### src/rtl/prec_scalable_mac.sv
// Precision-scalable MAC: 1x8b, 2x4b or 4x2b weight lanes over four carry-chained segments.
// Optional build macro MAC_SAT_EN: clamp lane sums and report sat instead of wrapping.
module prec_scalable_mac #(
  parameter int ACT_W = 8,
  parameter int SEG_W = 14,
  localparam int RES_W = 4 * SEG_W
) (
  input  logic                    clk,
  input  logic                    rstn,
  input  logic [1:0]              mode,
  input  logic                    in_valid,
  output logic                    in_ready,
  input  logic                    in_last,
  input  logic signed [ACT_W-1:0] act,
  input  logic [7:0]              wgt,
  output logic                    out_valid,
  input  logic                    out_ready,
  output logic [RES_W-1:0]        result,
  output logic                    mode_err,
  output logic                    sat
);

  localparam int W2 = RES_W / 2;
  localparam int W4 = RES_W / 4;

  typedef enum logic [1:0] {IDLE, RUN, FLUSH, DONE} state_t;

  state_t             state, state_nxt;
  logic [1:0]         frame_mode, beat_mode;
  logic               beat_acc, p_vld;
  logic [RES_W-1:0]   prod, prod_nxt, acc, acc_nxt;
  logic [3:0]         chain;
  logic               sat_hit;

  logic signed [ACT_W+7:0] m8;
  logic signed [ACT_W+3:0] m4 [2];
  logic signed [ACT_W+1:0] m2 [4];

  assign in_ready  = (state == IDLE) || (state == RUN);
  assign out_valid = (state == DONE);
  assign beat_acc  = in_valid && in_ready;
  assign beat_mode = (state == IDLE) ? mode : frame_mode;
  assign result    = acc;

  always_ff @(posedge clk or negedge rstn) begin
    if (!rstn) state <= IDLE;
    else       state <= state_nxt;
  end

  always_comb begin
    state_nxt = state;
    case (state)
      IDLE:    if (beat_acc) state_nxt = in_last ? FLUSH : RUN;
      RUN:     if (beat_acc && in_last) state_nxt = FLUSH;
      FLUSH:   if (!p_vld) state_nxt = DONE;
      DONE:    if (out_ready) state_nxt = IDLE;
      default: state_nxt = IDLE;
    endcase
  end

  // Stage 1: per-lane products, sign-extended into the lane's slot of the segment vector
  always_comb begin
    prod_nxt = '0;
    m8 = act * $signed(wgt);
    for (int i = 0; i < 2; i++) m4[i] = act * $signed(wgt[4*i +: 4]);
    for (int i = 0; i < 4; i++) m2[i] = act * $signed(wgt[2*i +: 2]);
    case (beat_mode)
      2'b00:   prod_nxt = RES_W'(m8);
      2'b01:   for (int i = 0; i < 2; i++) prod_nxt[W2*i +: W2] = W2'(m4[i]);
      2'b10:   for (int i = 0; i < 4; i++) prod_nxt[W4*i +: W4] = W4'(m2[i]);
      default: prod_nxt = '0;
    endcase
  end

  // chain[j]: segment j takes the carry out of segment j-1 (same lane)
  always_comb begin
    case (frame_mode)
      2'b00:   chain = 4'b1110;
      2'b01:   chain = 4'b1010;
      default: chain = 4'b0000;
    endcase
  end

  // Stage 2: segmented add; a lane's sign lives in its top segment
  always_comb begin
    logic             carry;
    logic [SEG_W:0]   t;
    logic [SEG_W-1:0] a_s, p_s;
`ifdef MAC_SAT_EN
    logic [3:0]       is_top, ovf;
    logic             lane_ovf, lane_sgn;
`endif
    acc_nxt = acc;
    sat_hit = 1'b0;
    carry   = 1'b0;
    t       = '0;
`ifdef MAC_SAT_EN
    is_top   = {1'b1, ~chain[3:1]};
    ovf      = '0;
    lane_ovf = 1'b0;
    lane_sgn = 1'b0;
`endif
    for (int j = 0; j < 4; j++) begin
      a_s   = acc[j*SEG_W +: SEG_W];
      p_s   = prod[j*SEG_W +: SEG_W];
      t     = {1'b0, a_s} + {1'b0, p_s} + {{SEG_W{1'b0}}, chain[j] & carry};
      carry = t[SEG_W];
      acc_nxt[j*SEG_W +: SEG_W] = t[SEG_W-1:0];
`ifdef MAC_SAT_EN
      ovf[j] = is_top[j] && (a_s[SEG_W-1] == p_s[SEG_W-1]) && (t[SEG_W-1] != a_s[SEG_W-1]);
`endif
    end
`ifdef MAC_SAT_EN
    // Walk from the top so every segment sees its own lane's overflow and sign
    for (int j = 3; j >= 0; j--) begin
      if (is_top[j]) begin
        lane_ovf = ovf[j];
        lane_sgn = acc[j*SEG_W + SEG_W-1];
      end
      if (lane_ovf)
        acc_nxt[j*SEG_W +: SEG_W] = is_top[j] ? {lane_sgn, {(SEG_W-1){~lane_sgn}}}
                                              : {SEG_W{~lane_sgn}};
    end
    sat_hit = |ovf;
`endif
  end

  always_ff @(posedge clk or negedge rstn) begin
    if (!rstn) begin
      p_vld      <= 1'b0;
      prod       <= '0;
      acc        <= '0;
      frame_mode <= 2'b00;
      mode_err   <= 1'b0;
    end else begin
      p_vld <= beat_acc;
      if (beat_acc) prod <= prod_nxt;
      if (beat_acc && state == IDLE) begin
        frame_mode <= mode;
        mode_err   <= (mode == 2'b11);
      end
      if (state == DONE && out_ready) acc <= '0;
      else if (p_vld)                 acc <= acc_nxt;
    end
  end

`ifdef MAC_SAT_EN
  always_ff @(posedge clk or negedge rstn) begin
    if (!rstn)                          sat <= 1'b0;
    else if (p_vld && sat_hit)          sat <= 1'b1;
    else if (beat_acc && state == IDLE) sat <= 1'b0;
  end
`else
  assign sat = 1'b0;
`endif

endmodule

### config.mk
export PLATFORM = sky130hd
export DESIGN_NAME = prec_scalable_mac
export DESIGN_NICKNAME = d
export VERILOG_FILES = /design/src/rtl/prec_scalable_mac.sv
export SDC_FILE = /design/constraint.sdc
export NUM_CORES = 1
export LEC_CHECK = 0
export ABC_CLOCK_PERIOD_IN_PS = 8900
export CAP_MARGIN = 20
export CORE_MARGIN = 4
export CORE_UTILIZATION = 60
export DETAILED_ROUTE_END_ITERATION = 8
export PLACE_DENSITY = 0.81
export SKIP_CTS_REPAIR_TIMING = 1
export SLEW_MARGIN = 25
export SYNTH_ARGS = -nofsm -noshare
export SYNTH_HDL_FRONTEND = slang
export SYNTH_SLANG_ARGS = --single-unit
### constraint.sdc
create_clock -name clk -period 8.9 [get_ports clk]
set_input_delay 1.335 -clock clk [delete_from_list [all_inputs] [get_ports clk]]
set_output_delay 1.335 -clock clk [all_outputs]
set_load 0.1 [all_outputs]
==> results of run 1 <==
==> power breakdown <==
group          total, uW  switching (uW)  leakage, uW  internal [uW]
clock                411             191     0.000146            220
sequential           955             239      0.00136            716
combinational       3970            2580      0.00524           1390
==> state kept, by name, indices dropped and copies added (netlist names) <==
signal	count
frame_mode	2
mode_err	1
p_vld	1
prod	46
result	56
state	2
==> through the flow <==
stage | hold slack [ps] | utilization [%]
finish | 483.8 | 67.99
global route | 509.7 | 67.99
CTS | 486.8 | 67.78
detailed placement | 470.2 | 66.30
global placement | 466.2 | 66.30
floorplan | 453.8 | -
==> per-layer routing <==
layer	up-vias	GRT usage, %	wire (um)
li1	4792	-	-
met1	4803	37.28	13720
met2	276	41.83	13700
met3	56	3.982	1747
met4	0	6.036	589
met5	-	0	0
==> worst max-delay path: cells and delay by family, from the launching register on <==
family / cells / cell delay [ps]
adder cells (fa/ha/maj): 8 / 3230
AND/OR/NAND/NOR: 8 / 740
flip-flops: 1 / 400
AO/OA/AOI/OAI: 20 / 3940
==> final cells by class <==
class / instances / area (um^2)
Fill cell: 1643 / 6499
Clock inverter: 7 / 73.82
Clock buffer: 9 / 225.2
Tap cell: 270 / 337.8
Timing Repair Buffer: 91 / 883.3
Multi-Input combinational cell: 1079 / 9153
Sequential cell: 108 / 2704
Inverter: 113 / 424.2
==> worst min path at each step <==
stage | start | to | slack [ps] | cells past startpoint
after floorplan | prod[10] | prod[10] | 450 | 2
after global placement | prod[3] | prod[3] | 470 | 2
after detailed placement | mode_err | mode_err | 470 | 2
after CTS | mode_err | mode_err | 490 | 2
after global routing | prod[31] | prod[31] | 510 | 2
final | mode_err | mode_err | 480 | 2
==> cells in the final DEF, fill, tap and decap left out, drive strengths merged, types with 3 or more instances in the layout <==
cell / netlist / final
nand3: 18 / 18
a211oi: 25 / 25
clkbuf: 33 / 9
a21o: 40 / 40
a31oi: 10 / 10
inv: 110 / 112
nor3b: 4 / 4
or2: 3 / 3
clkdlybuf4s50: 0 / 80
a211o: 3 / 3
buf: 10 / 11
and3: 6 / 6
dfrtp: 108 / 108
mux2i: 31 / 31
o221ai: 3 / 3
and2: 53 / 53
a22oi: 14 / 14
a221oi: 13 / 13
mux2: 4 / 4
a21oi: 67 / 67
nor2: 125 / 125
fa: 97 / 97
xnor2: 61 / 61
xor2: 35 / 35
o41ai: 5 / 5
nor3: 20 / 20
clkinv: 3 / 6
o21a: 11 / 11
o21bai: 12 / 12
nand2b: 14 / 14
nand3b: 11 / 11
o311ai: 9 / 9
nand2: 86 / 86
a2111oi: 3 / 3
o21ai: 86 / 86
ha: 174 / 174
nor2b: 14 / 14
==> cell families (layout without fill, tap and decap cells) <==
group           after synthesis  count (layout)
compound gates              318             318
xor+xnor                     96              96
fa+ha+maj                   271             271
buf+inv                     156             220
flops                       108             108
mux                          35              35
other cells                   1               1
simple gates                358             358
==> impl_results.md, run 1 <==
* Outcome: completed
* Die Wd at 151.8 um
* Power, Total at 5331 uW
* Port bufs at 81
* Layout cell share with drive strength beyond 1 at 3.483%
* Final Max Tran Viols at 0
* Rows at 52
* CTS buffer count at 9
* Fin crit share at 94.85%
* Antenna violations before repair at 0
* PD cells at 386.3 nW/um^2
* Via count of the first global-routing pass at 10090
* Non-filler instance count after layout at 1677
* Final hold violations at 0
* HP Class: reg2reg
* Syn_area_per_cell at 9.244 um^2
* NumNets Final at 1696
* Crit-path slowest cell: fa_1
* Data arrival, critical path at 8660 ps
* First-pass GRT wire length at 50.14 mm
* Post-Synth Simple-Gate Area at 13.65%
* Worst-path maximum fanout at 3
* Max cap viols at 0
* RSZ-0062 raised after global routing: false
* DRT Pass-1 Iters at 5
* Syn Nets at 1637
* Commonest cells post-synth: ha_1 (174), nor2_1 (124), inv_1 (110)
* Clk sinks at 108
* Worst slew pin tran at 1034 ps
* Worst setup margin at 458.3 ps
* Worst Setup EP: result[54]
* Ys flop type: dfrtp_1
* Main combinational cell family by area after synthesis: adder cells
* Mapped Cells at 1343
* DR vias/cell at 5.919
* Clock Skew at 9.428 ps
* Post-Place Cells at 1661
* Synth Area in Adders at 33.18%
* Seq cells post-synth at 108
* Distinct cells, synth at 66
* R2R Setup Slk at 460 ps
* Detail Placement HPWL at 24.09 mm
* YS warnings at 0
* Diodes inserted at 0
* Capture point of the worst reg-to-reg path: result[54]
* Mux cell area share after synthesis at 2.893%
* Setup crit end kind: flip-flop
* Num ports at 83
* Post-Synth XOR/XNOR Area at 6.773%
* Clock root cell: clkbuf_16
* Worst slew margin at 30.84%
* TritonCTS clock tree: built
* Critical path origin: result[0]
* Register area share after synthesis at 21.77%
* Area leader, netlist: dfrtp_1
* Max VDD drop at 0.0002165 V
* Most used cell, CP: fa_1
* Number of synthesized flops with an enable pin at 0
* Area Growth Syn to Fin at 11.17%
* Clk Latency, worst-skew pair at 350 ps
* Top-area cell type share of the netlist area at 21.77%
* Post-place setup slack at -47.86 ps
* DR WL/cell at 17.74 um
* Post-DRT Antenna Nets at 0
* Routed WL at 29.75 mm
* Bufs on Longest Clock Path at 2
* Cell Area, Synth at 12410 um^2
* CTS H-tree lvls at 3
* # setup viols final at 0
* Pleak at 0.006739 uW
* Total GRT Usage at 25.95%
* Req. time, crit path at 9120 ps
* Startpoint types: flip-flop
* Largest net degree at the start of global routing at 63
* Crit Path Class: reg2reg
* DRT iter0 DRCs at 479
* Final Instance Area at 13800 um^2
* Tmin final at 8442 ps
* CP peak stage delay at 440 ps
* GRT overflow at 0
* Worst-case reg-to-reg path depth at 36
* Clock slew at reported path FFs at 80 ps
* Compound-Gate Fraction of Synth Area at 16.84%
* Drt drc at 0
* Post-synth ARST share at 100.0%
* F_max at 118.5 MHz
* Final RePlAce weighted congestion at 0.9046
* Core footprint at 20300 um^2
* Initial Util at 61.16%
* Placed Area at 13460 um^2
* Die ar. at 23060 um^2
* Vias post-DR at 9927
* TNS Setup at 0 ps
* Chip Height at 151.8 um
* Most frequent cell after synthesis: ha_1
* Main area contributors after synthesis: dfrtp_1 (22%), ha_1 (18%), fa_1 (16%)
* R2R Path Start: result[0]
Power figures use the tool's default switching activity.
==> run 2: changes to the inputs <==
--- a/config.mk
+++ b/config.mk
@@ -6,7 +6,6 @@
 export NUM_CORES = 1
 export LEC_CHECK = 0
 export ABC_CLOCK_PERIOD_IN_PS = 8900
-export CAP_MARGIN = 20
 export CORE_MARGIN = 4
 export CORE_UTILIZATION = 60
 export DETAILED_ROUTE_END_ITERATION = 8
==> results of run 2 <==
No change in the layout: final DEF, timing and power equal those of run 1.
==> run 3: changes to the inputs <==
--- a/config.mk
+++ b/config.mk
@@ -10,6 +10,7 @@
 export CORE_UTILIZATION = 60
 export DETAILED_ROUTE_END_ITERATION = 8
 export PLACE_DENSITY = 0.81
+export RECOVER_POWER = 25
 export SKIP_CTS_REPAIR_TIMING = 1
 export SLEW_MARGIN = 25
 export SYNTH_ARGS = -nofsm -noshare
==> run 3 against run 2 <==
  * The flow now finishes with violations (max-capacitance violations, max-slew violations)
  * Fmax about the same
  * Hold slack barely moved
  * Core utilization hardly changed
  * Global-route usage is the same
  * Critical path type unchanged
  * Highest routed layer unchanged
==> impl_results.md, run 3 (synthesized netlist as in run 1, its figures left out) <==
* Worst slew pin tran at 3312 ps
* Worst slew margin at -120.8%
* Crit-path slowest cell: fa_1
* Total GRT Usage at 25.95%
* Fin crit share at 94.86%
* Chip Height at 151.8 um
* CTS H-tree lvls at 3
* Capture point of the worst reg-to-reg path: result[54]
* Final hold violations at 0
* Data arrival, critical path at 8670 ps
* DRT Pass-1 Iters at 5
* Startpoint types: flip-flop
* Detail Placement HPWL at 24.09 mm
* CP peak stage delay at 440 ps
* Outcome: complete, but fails checks
* Largest net degree at the start of global routing at 63
* Worst Setup EP: result[54]
* HP Class: reg2reg
* Initial Util at 61.16%
* Rows at 52
* Final Max Tran Viols at 111
* Core footprint at 20300 um^2
* Crit Path Class: reg2reg
* RSZ-0062 raised after global routing: false
* Non-filler instance count after layout at 1677
* Final RePlAce weighted congestion at 0.9046
* Bufs on Longest Clock Path at 2
* Clock slew at reported path FFs at 80 ps
* Fin Hold WS at 483.4 ps
* Routed WL at 29.76 mm
* Worst-case reg-to-reg path depth at 36
* DRT iter0 DRCs at 501
* Clk Latency, worst-skew pair at 350 ps
* Die ar. at 23060 um^2
* Setup crit end kind: flip-flop
* # setup viols final at 0
* Vias post-DR at 9933
* Clk sinks at 108
* Layout cell share with drive strength beyond 1 at 3.340%
* Largest register FFs at 56
* Fillers at 1644
* Critical path origin: result[0]
* Levels on crit path at 36
* DR WL/cell at 17.75 um
* DR vias/cell at 5.923
* TNS Setup at 0 ps
* Area Growth Syn to Fin at 11.11%
* R2R Path Start: result[0]
* TritonCTS clock tree: built
* NumNets Final at 1696
* Port bufs at 81
* Via count of the first global-routing pass at 10090
* Crit path max-delay family: compound AO/OA/AOI/OAI gates
* Diodes inserted at 0
* First-pass GRT wire length at 50.14 mm
* Clock root cell: clkbuf_16
* Post-DRT Antenna Nets at 0
* Max cap viols at 2
* GRT overflow at 0
* Req. time, crit path at 9120 ps
* Failing checks: max-capacitance violations, max-slew violations
* Num ports at 83
* CTS buffer count at 9
* Worst Path Buf+Inv at 0
* Clock Skew at 8.892 ps
* Commonest cells after routing, fill and taps aside: ha_1 (174), nor2_1 (124), inv_1 (110)
* Die Wd at 151.8 um
* R2R Setup Slk at 460 ps
* Tmin final at 8443 ps
* Post-Place Cells at 1661
* Most used cell, CP: fa_1
* Worst-path maximum fanout at 3
* Antenna violations before repair at 0
* F_max at 118.4 MHz
* Most common cell after layout, fill and taps aside: ha_1
* Drt drc at 0
[run 3: cell types whose count changed in the layout (fill, tap and decap cells not counted), sizes merged]
cell	previous run	this run
buf	11	9
dlygate4sd3	0	2
clkdlybuf4s50	80	78
clkbuf	9	11
[run 3: worst min path at each step]
stage / end / slack, ps / startpoint / cells past startpoint
after CTS: mode_err / 490 / mode_err / 2
after global routing: prod[31] / 510 / prod[31] / 2
final: mode_err / 480 / mode_err / 2
after floorplan: prod[10] / 450 / prod[10] / 2
after global placement: prod[3] / 470 / prod[3] / 2
after detailed placement: mode_err / 470 / mode_err / 2
[run 3: metal layers]
| metal | up-vias | wire (um) | global-route usage, % |
|---|---|---|---|
| li1 | 4808 | - | - |
| met1 | 4788 | 13660 | 37.28 |
| met2 | 277 | 13790 | 41.83 |
| met3 | 60 | 1738 | 3.982 |
| met4 | 0 | 580 | 6.036 |
| met5 | - | 0 | 0 |
[run 3: tightest hold or removal path: stages (launching register included)]
cell and delay [ps]:
dfrtp_1 350, nand2_1 40, o21ai_0 60
[run 3: area by class of cell]
cell class	count	area [um^2]	area share, %
Inverter	113	424.2	3.075
Sequential cell	108	2704	19.60
Clock buffer	9	225.2	1.633
Multi-Input combinational cell	1079	9153	66.36
Clock inverter	7	73.82	0.5352
Timing Repair Buffer	91	875.8	6.350
Tap cell	270	337.8	2.449
[run 3: metrics by stage]
step,worst slack (ps),utilization [%],area (um^2)
2_1_floorplan,269.2,-,12410
3_3_place_gp,280.1,66.30,13460
3_5_place_dp,-47.86,66.30,13460
4_1_cts,-77.09,67.78,13760
5_1_grt,0.4627,67.95,13790
6_report,457.2,67.95,13790
Power of run 3 is not shown: default switching activity piles up to over one toggle a cycle in this logic, so the estimate is an artifact.
